### config.mk
export PLATFORM = sky130hd
export DESIGN_NAME = multicycle_ctrl
export DESIGN_NICKNAME = d
export VERILOG_FILES = /design/src/rtl/multicycle_ctrl.sv
export SDC_FILE = /design/constraint.sdc
export NUM_CORES = 1
export LEC_CHECK = 0
export CAP_MARGIN = 20
export CORE_MARGIN = 3
export CORE_UTILIZATION = 32
export CTS_BUF_LIST = sky130_fd_sc_hd__clkbuf_16
export DETAILED_ROUTE_END_ITERATION = 10
export PLACE_DENSITY_LB_ADDON = 0.08
export SLEW_MARGIN = 20
export SYNTH_ARGS = -nofsm -noshare
export SYNTH_HDL_FRONTEND = slang
export SYNTH_SLANG_ARGS = --single-unit
### constraint.sdc
create_clock -name clk -period 2.2 [get_ports clk]
set_input_delay 0.22 -clock clk [delete_from_list [all_inputs] [get_ports clk]]
set_output_delay 0.22 -clock clk [all_outputs]
set_load 0.05 [all_outputs]
### src/rtl/multicycle_ctrl.sv
// multicycle_ctrl: multicycle CPU control FSM with opcode decode, memory-wait handshake,
// illegal-opcode detection, halt state and a retired-instruction counter.
`default_nettype none

module multicycle_ctrl (
    input  logic        clk,
    input  logic        rst,
    input  logic [5:0]  Opcode,
    input  logic        Beq_alu,
    input  logic        Mem_ready,
    output logic [3:0]  ALU_selection,
    output logic        ALUsrcB,
    output logic        PC_write,
    output logic        IR_write,
    output logic        Reg_write,
    output logic        Mem_read,
    output logic        Mem_write,
    output logic [1:0]  PC_source,
    output logic        IorD,
    output logic        RegDst,
    output logic        MemtoReg,
    output logic [3:0]  State,
    output logic        Illegal,
    output logic        Halted,
    output logic [31:0] Instr_count
);

    typedef enum logic [3:0] {
        S_FETCH  = 4'd0,
        S_DECODE = 4'd1,
        S_EXEC   = 4'd2,
        S_WB     = 4'd3,
        S_ADDR   = 4'd4,
        S_MRD    = 4'd5,
        S_MWB    = 4'd6,
        S_MWR    = 4'd7,
        S_BR     = 4'd8,
        S_JMP    = 4'd9,
        S_HALT   = 4'd10
    } state_t;

    state_t state, next_state;
    logic   code_legal;
    logic   alu_op;
    logic   retire;

    always_comb begin
        case (Opcode[3:0])
            4'h0, 4'h1, 4'h2, 4'h3, 4'h4, 4'h5, 4'h7, 4'h9, 4'hA: code_legal = 1'b1;
            default:                                              code_legal = 1'b0;
        endcase
    end

    // R-type (00cccc) and I-type (01cccc) share one path through EXEC/WB
    assign alu_op = ~Opcode[5] & code_legal;

    always_ff @(posedge clk) begin
        if (rst) begin
            state       <= S_FETCH;
            Instr_count <= 32'd0;
        end else begin
            state <= next_state;
            if (retire)
                Instr_count <= Instr_count + 32'd1;
        end
    end

    always_comb begin
        next_state    = state;
        ALU_selection = 4'b0010;
        ALUsrcB       = 1'b0;
        PC_write      = 1'b0;
        IR_write      = 1'b0;
        Reg_write     = 1'b0;
        Mem_read      = 1'b0;
        Mem_write     = 1'b0;
        PC_source     = 2'b00;
        IorD          = 1'b0;
        RegDst        = 1'b0;
        MemtoReg      = 1'b0;
        Illegal       = 1'b0;
        Halted        = 1'b0;
        retire        = 1'b0;
        case (state)
            S_FETCH: begin
                Mem_read = 1'b1;
                if (Mem_ready) begin
                    IR_write   = 1'b1;
                    PC_write   = 1'b1;
                    next_state = S_DECODE;
                end
            end
            S_DECODE: begin
                if (alu_op)                next_state = S_EXEC;
                else if (Opcode == 6'h20)  next_state = S_ADDR;
                else if (Opcode == 6'h21)  next_state = S_ADDR;
                else if (Opcode == 6'h22)  next_state = S_BR;
                else if (Opcode == 6'h23)  next_state = S_JMP;
                else if (Opcode == 6'h3F)  next_state = S_HALT;
                else begin
                    Illegal    = 1'b1;
                    next_state = S_FETCH;
                end
            end
            S_EXEC: begin
                ALU_selection = Opcode[3:0];
                ALUsrcB       = Opcode[4];
                next_state    = S_WB;
            end
            S_WB: begin
                Reg_write  = 1'b1;
                RegDst     = ~Opcode[4];
                retire     = 1'b1;
                next_state = S_FETCH;
            end
            S_ADDR: begin
                ALUsrcB    = 1'b1;
                next_state = Opcode[0] ? S_MWR : S_MRD;
            end
            S_MRD: begin
                Mem_read = 1'b1;
                IorD     = 1'b1;
                if (Mem_ready)
                    next_state = S_MWB;
            end
            S_MWB: begin
                Reg_write  = 1'b1;
                MemtoReg   = 1'b1;
                retire     = 1'b1;
                next_state = S_FETCH;
            end
            S_MWR: begin
                Mem_write = 1'b1;
                IorD      = 1'b1;
                if (Mem_ready) begin
                    retire     = 1'b1;
                    next_state = S_FETCH;
                end
            end
            S_BR: begin
                ALU_selection = 4'b0011;
                PC_source     = 2'b01;
                PC_write      = Beq_alu;
                retire        = 1'b1;
                next_state    = S_FETCH;
            end
            S_JMP: begin
                PC_source  = 2'b10;
                PC_write   = 1'b1;
                retire     = 1'b1;
                next_state = S_FETCH;
            end
            S_HALT: begin
                Halted = 1'b1;
            end
            default: next_state = S_FETCH;
        endcase
    end

    assign State = state;

endmodule

`default_nettype wire

# [Word level (Yosys, flattened, before mapping)]
# Memory sizes are Yosys's and may differ from the RTL's.
# Index checks and enable logic that the tools add are counted.
[op_classes] addsub=1 n_reduce_logical=6 n_mux=32 bitwise_logic=4 eq_ne=18
[ops] op="2-to-1 mux 4 bit" n=9
[ops] op="adder 32 x 1 -> 32 bit, second input constant" n=1
[ops] op="== test 6 bit, second input constant" n=5
[ops] op="one-hot mux 4 bit (7 select lines)" n=1
[ops] op="== test 4 x 3 -> 1 bit, second input constant" n=4
[ops] op="2-to-1 mux 1 bit" n=16
[ops] op="== test 4 bit, second input constant" n=3
[ops] op="== test 4 x 2 -> 1 bit, second input constant" n=2
[ops] op="one-hot mux 4 bit (2 select lines)" n=1
[ops] op="!= test 2 bit, second input constant" n=3
[ops] op="OR reduction 2 bit" n=3
[ops] op="== test 4 x 1 -> 1 bit, second input constant" n=1
[ops] op="logical NOT 4 bit" n=1
[ops] op="one-hot mux 1 bit (2 select lines)" n=2
[ops] op="one-hot mux 2 bit (2 select lines)" n=1
[ops] op="AND reduction 4 bit" n=1
[ops] op="OR reduction 4 bit" n=1
[ops] op="NOT 1 bit" n=3
[ops] op="one-hot mux 1 bit (3 select lines)" n=1
[ops] op="2-to-1 mux 2 bit" n=1
[ops] op="bitwise AND 1 bit" n=1
[totals] n_memories=1 ff_bits=36 rom_bits=16 output_inout_bits=53 in_bits=10
[mem_list] memory="(no name shown)" depth=16 width=1 rd=1 rd_ports_with_merged_regs=0 wr=0 line="48" rtl="case (Opcode[3:0])"

# [Longest topological paths before layout]
# Gate-level depths: netlist (run 1).
[logic_depth] word_depth=8 depth_mapped=7 ltp_nobuf=7

# [Worst setup path after synthesis (run 1)]
# OpenSTA, ideal clock, no wires.
[synth_timing] path_type="register to output" startpoint="register state[0], in the netlist State[0]" endpoint="output Illegal" path_stages_with_launch=6 t_arrival_ns=2.464 setup_slack_ns=-0.484 n_path_buf=1 path_cell_list="dfxtp_1 > buf_2 > nand2b_1 > nor3_1 > and3_1 > a21boi_0"
[synth_between] elab_chain_len=2
[synth_lines] item="from (decl)" line="42" rtl="state_t state, next_state;"
[synth_lines] item="from (signal assigned)" line="62" rtl="state <= next_state;"
[synth_lines] item="== test 4 x 1 -> 1 bit" line="84" rtl="case (state)"
[synth_lines] item="2-to-1 mux 1 bit" line="84"
[synth_lines] item="to (decl)" line="23" rtl="output logic Illegal,"
# Every way passes these cells.

# [Final worst setup path (run 1)]
[layout_timing] startpoint="input Opcode[1]" endpoint="output Illegal"
[layout_between] elab_chain_len=8 word_cells_on_any_way=14 cone_classes="eq/ne (5); mux (7); bitwise (1); memory (1)"
[layout_lines] item="from (decl)" line="8" rtl="input logic [5:0] Opcode,"
[layout_lines] item="== test 6 bit" line="99" rtl="else if (Opcode == 6'h3F) next_state = S_HALT;"
[layout_lines] item="2-to-1 mux 1 bit" line="99"
[layout_lines] item="2-to-1 mux 1 bit" line="98" rtl="else if (Opcode == 6'h23) next_state = S_JMP;"
[layout_lines] item="2-to-1 mux 1 bit" line="97" rtl="else if (Opcode == 6'h22) next_state = S_BR;"
[layout_lines] item="2-to-1 mux 1 bit" line="96" rtl="else if (Opcode == 6'h21) next_state = S_ADDR;"
[layout_lines] item="2-to-1 mux 1 bit" line="95" rtl="else if (Opcode == 6'h20) next_state = S_ADDR;"
[layout_lines] item="2-to-1 mux 1 bit (*)" line="94" rtl="if (alu_op) next_state = S_EXEC;"
[layout_lines] item="2-to-1 mux 1 bit (*)" line="84"
# Every way passes the cells marked *; elsewhere a longest branch is shown, timed or not.

==> out/qor.csv, run 1 <==
metric,value,unit
hold_buffers,0,
numCtsBuffers,5,
hold_depth,2,
post-synth-top-count-cell,nor2_1,
wirelength,6340,um
fmax,486,MHz
worst_pin_slew,530,ps
ios,63,
grt_usage,17.0,%
vias,2306,
place.gp.congestion,0.773,
wire_per_inst,14.6,um
syn_area,2200,um^2
cts_max_path_buffers,2,
vdd_ir_drop_max,0.314,mV
synthCells,274,
final_hold_viol_count,0,
die_area,7890,um^2
initial_utilization,33.8,%
tritoncts,built,
synthTopCellsByArea,"dfxtp_1, xnor2_1, nor2_1",
drtIter0Drc,103,
multi_input_area,1400,um^2
finClkSkew,6.50,ps
seq_area,723,um^2
yosys_warnings,0,
path_max_fanout,2,
r2r_cells,5,
dpl.cell_count,427,
power,1690,uW
synth_fp_nets,289,
synthTopCellsByCount,"nor2_1, dfxtp_1, xnor2_1, a21oi_1, nand2_1",
first_global_vias,2161,
synth_edf_count,0,
start_kind,input port,
placementRows,29,
drv_slew,0,
io_buffers,62,
path_clk_slew,60,ps
layout-drive-gt1-share,20.7,%
htreeDepth,2,
grt_pass1_wl,10700,um
die_w,88.8,um
clock-root-buffer,clkbuf_16,
die_h,88.8,um
cts_sinks,36,
crit_arrival,1840,ps
power_density,510,nW/um^2
end_kind,output pin,
syn_area_per_cell,8.01,um^2
status,finished clean,
synthArstFlopShare,0,%
cellLeakagePower,0.00119,uW
slew_headroom,63.7,%
syn2layout_area_growth,50.9,%
place_hpwl,4700,um
setup_viol,0,
finalCritPeriodShare,93.4,%
fin_nets,372,
yosysTopAreaCell,dfxtp_1,
final_cell_count_no_fill,435,
synthFlopType,dfxtp_1,
rsz0062_at_grt,no,
fin_area,3310,um^2
hold_path_class,flip-flop to flip-flop,
globalRouteOverflowTotal,0,
antenna_left,0,
fin_tns_setup,0,ps
core,6490,um^2
placed_area,3120,um^2
drc_errors,0,
cp.required,1980,ps
critPathKind,input port to output pin,
synth.distinct_cells,42,
post-cts-setup-buffers,0,
hold_ws,499,ps
ys_seq_area_share,32.8,%
fillers,638,
synth_top_area_share,32.8,%
clkLatencyLatePin,280,ps
drv_cap,0,
first_pass_iters,4,
antenna_found_initial,0,
via_per_inst,5.30,
period_minus_slack,2060,ps
grt_max_degree,36,
antenna_cells,0,
synth_seq_cells,36,
## area by class of cell
type / count / area share, %
multi-input cells: 212 / 42.3
clock inverters: 3 / 1.28
inverters: 8 / 0.906
repair buffers: 94 / 27.0
well taps: 77 / 2.91
clock buffers: 5 / 3.78
flip-flops and latches: 36 / 21.8
## per-stage QoR
step | util [%] | setup slack, ps
6_report | 51.0 | 144
5_1_grt | 51.0 | 2.71
4_1_cts | 50.8 | 21.5
3_5_place_dp | 48.1 | -97.7
3_3_place_gp | 48.1 | -149
2_1_floorplan | - | -280
## layout by cell type (no fill, tap or decap), drive strengths merged, types with 2 or more instances in the layout
cell type	synthesis	final
clkbuf	11	5
nand2	16	16
nand3	15	15
and3	10	10
nor2	37	37
nor3	10	10
a21oi	17	17
a211oi	10	10
nand2b	3	3
ha	5	5
nand4	9	9
or4	6	6
nor2b	4	4
and2	2	2
o31ai	6	6
xnor2	24	24
and4	5	5
o21ai	3	3
a2111oi	11	11
dfxtp	36	36
inv	8	8
a31oi	3	3
clkdlybuf4s50	0	44
buf	7	49
a21boi	3	3
## metal layers
| layer | vias to the layer above | track usage (%) | wire (um) |
|---|---|---|---|
| met5 | - | 0 | 0 |
| met4 | 0 | 3.71 | 42 |
| met1 | 1078 | 25.0 | 3240 |
| met3 | 4 | 2.89 | 264 |
| met2 | 56 | 26.0 | 2790 |
| li1 | 1168 | - | - |
## critical path, cell delays in order
cell and delay, ps:
clkdlybuf4s50_1 480, inv_1 60, ha_1 260, nor2b_1 120
o21bai_1 150, and3_1 200, a21boi_4 200, buf_12 150
## logic make-up after synthesis
group           Yosys count  share of synthesized area, %
compound gates           61                          20.2
simple gates            120                          28.3
flops                    36                          32.8
xor+xnor                 25                          9.97
buf+inv                  26                          5.36
fa+ha+maj                 5                          2.85
mux                       1                         0.513
## final timing paths
| check | from | slack, ps | to |
|---|---|---|---|
| hold reg to reg | Instr_count[21] | 500 | Instr_count[21] |
| setup reg to reg | State[3] | 150 | Instr_count[25] |
| hold / removal | Instr_count[21] | 500 | Instr_count[21] |
| setup / recovery | Opcode[1] | 140 | Illegal |
## timing repair
action                                  4_1_cts  5_1_grt
endpoints found under the setup margin        2        4
gates resized for setup                       2        5
pin swaps                                     0        2
## where the power goes
part           internal [uW]  leakage, uW  switching, uW
Clock                    532    0.0000798            272
Sequential               656     0.000291           5.26
Combinational           95.4     0.000821            130
## sequential cells by signal, summed over array words and instances, names as in the netlist
| signal | flops |
|---|---|
| Instr_count | 32 |
| State | 4 |
Note: power is estimated with default switching activity, not from simulation.
==> run 2, diff against run 1 <==
--- a/config.mk
+++ b/config.mk
@@ -6,7 +6,7 @@
 export NUM_CORES = 1
 export LEC_CHECK = 0
 export CAP_MARGIN = 20
-export CORE_MARGIN = 3
+export CORE_MARGIN = 10
 export CORE_UTILIZATION = 32
 export CTS_BUF_LIST = sky130_fd_sc_hd__clkbuf_16
 export DETAILED_ROUTE_END_ITERATION = 10
==> out/qor.csv, run 2 (synthesis results as in run 1) <==
metric,value,unit,change
p_switching,392,uW,was 407 uW
antenna_found_initial,0,,unchanged
finalCritPeriodShare,95.7,%,was 93.4%
final_cell_mix,"clkdlybuf4s50_1, buf_4, nor2_1",,unchanged
grt_max_degree,26,,was 36
critPathLaunch,Opcode[0],,was Opcode[1]
cts_sinks,36,,unchanged
pwr-share-seq,42.8,%,was 39.1%
post-cts-setup-buffers,0,,unchanged
die_w,103,um,was 88.8 um
core,6720,um^2,was 6490 um^2
placementRows,30,,was 29
power_density,474,nW/um^2,was 510 nW/um^2
grt_usage,12.7,%,was 17.0%
cp.required,1980,ps,about the same
cts_max_path_buffers,2,,unchanged
path_clk_slew,50,ps,was 60 ps
drtIter0Drc,77,,was 103
place_hpwl,5050,um,was 4700 um
critPathKind,input port to output pin,,unchanged
first_pass_iters,4,,unchanged
final_hold_viol_count,0,,unchanged
worstHoldStart,Instr_count[25],,was Instr_count[21]
initial_utilization,32.7,%,was 33.8%
fmax,475,MHz,was 486 MHz
crit_arrival,1880,ps,was 1840 ps
path_buf_inv,3,,unchanged
fillers,684,,was 638
setup_ws,95.7,ps,was 144 ps
tritoncts,built,,unchanged
via_per_inst,5.27,,was 5.30
place_ws,31.7,ps,was -97.7 ps
hold_ws,502,ps,was 499 ps
ctsResizeCount,0,,was 2
clockPowerShare,43.3,%,was 47.5%
power,1540,uW,was 1690 uW
vdd_ir_drop_max,0.303,mV,was 0.314 mV
first_global_vias,2231,,was 2161
largest_reg_flops,32,,unchanged
drc_errors,0,,unchanged
worst_pin_slew,521,ps,was 530 ps
clkLatencyLatePin,280,ps,about the same
hold_buffers,0,,unchanged
grt_pass1_wl,10900,um,was 10700 um
worstPathCellList,"clkdlybuf4s50_1, inv_1, ha_1, nor2b_1, o21bai_1, and3_1, a21boi_2, buf_12",,"was clkdlybuf4s50_1, inv_1, ha_1, nor2b_1, o21bai_1, and3_1, a21boi_4, buf_12"
setup_viol,0,,unchanged
hold_path_class,flip-flop to flip-flop,,unchanged
cellLeakagePower,0.00116,uW,was 0.00119 uW
p_int,1150,uW,was 1280 uW
r2r-start,State[3],,unchanged
antenna_cells,0,,unchanged
fin_nets,370,,was 372
combPwrFrac,13.9,%,was 13.3%
antenna_left,0,,unchanged
globalRouteOverflowTotal,0,,unchanged
finClkSkew,4.28,ps,was 6.50 ps
largest_register,Instr_count,,unchanged
htreeDepth,2,,unchanged
crit_family,buffers and inverters,,unchanged
wl_met2,3060,um,was 2790 um
crit_path_max_incr_delay,480,ps,about the same
wire_per_inst,15.5,um,was 14.6 um
mostFrequentLayoutCell,clkdlybuf4s50_1,,unchanged
period_minus_slack,2100,ps,was 2060 ps
top_layer,met4,,unchanged
cpMaxStageDelayCell,clkdlybuf4s50_1,,unchanged
wl_met1,3090,um,was 3240 um
slew_headroom,64.3,%,was 63.7%
dr_wl_met3,529,um,was 264 um
drv_slew,0,,unchanged
numCtsBuffers,5,,unchanged
clock-root-buffer,clkbuf_16,,unchanged
die_area,10600,um^2,was 7890 um^2
place.gp.congestion,0.809,,was 0.773
switching_share,25.5,%,was 24.1%
status,finished clean,,unchanged
end_kind,output pin,,unchanged
syn2layout_area_growth,47.8,%,was 50.9%
layout-drive-gt1-share,19.2,%,was 20.7%
start_kind,input port,,unchanged
drv_cap,0,,unchanged
io_buffers,62,,unchanged
vias,2292,,was 2306
die_h,103,um,was 88.8 um
ios,63,,unchanged
path_max_fanout,2,,unchanged
wirelength,6750,um,was 6340 um
==> run 2: layout make-up <==
cell class,instances,area (um^2),area share [%]
Clock buffer,5,125,3.86
Clock inverter,2,8.76,0.270
Inverter,8,30.0,0.925
Multi-Input combinational cell,212,1390,42.9
Sequential cell,36,723,22.3
Tap cell,80,100,3.08
Timing Repair Buffer,92,866,26.7
==> run 2: worst paths after layout <==
check | cells after the start | slack [ps] | end
worst max-delay path | 8 | 100 | Illegal
worst min-delay path | 2 | 500 | Instr_count[25]
worst max register to register | 5 | 120 | Instr_count[25]
worst min register to register | 2 | 500 | Instr_count[25]
==> run 2: metal layers <==
metal  vias to the layer above  GRT usage (%)
li1                       1162              -
met2                        55           20.3
met4                         0           4.17
met5                         -              0
met1                      1071           15.6
met3                         4           4.49
==> run 2: tightest hold or removal path, stage by stage (launching register included) <==
cell and delay, ps:
dfxtp_1 330, o31ai_1 70, a21oi_1 60
==> run 2: per-stage QoR <==
| step | instances | cell area [um^2] | util (%) | setup TNS, ps |
|---|---|---|---|---|
| 2_1_floorplan | 274 | 2220 | - | -426 |
| 3_3_place_gp | 428 | 3100 | 46.1 | 0 |
| 3_5_place_dp | 428 | 3100 | 46.1 | 0 |
| 4_1_cts | 435 | 3230 | 48.1 | 0 |
| 5_1_grt | 435 | 3250 | 48.3 | -55.5 |
| 6_report | 435 | 3250 | 48.3 | 0 |
==> run 2: power groups by stage <==
stage	Combinational (uW)	Clock, uW	Sequential, uW
after floorplan	110	0	684
after global placement	215	0	673
after detailed placement	215	0	673
after CTS	215	688	658
after global routing	230	711	659
final	215	666	659
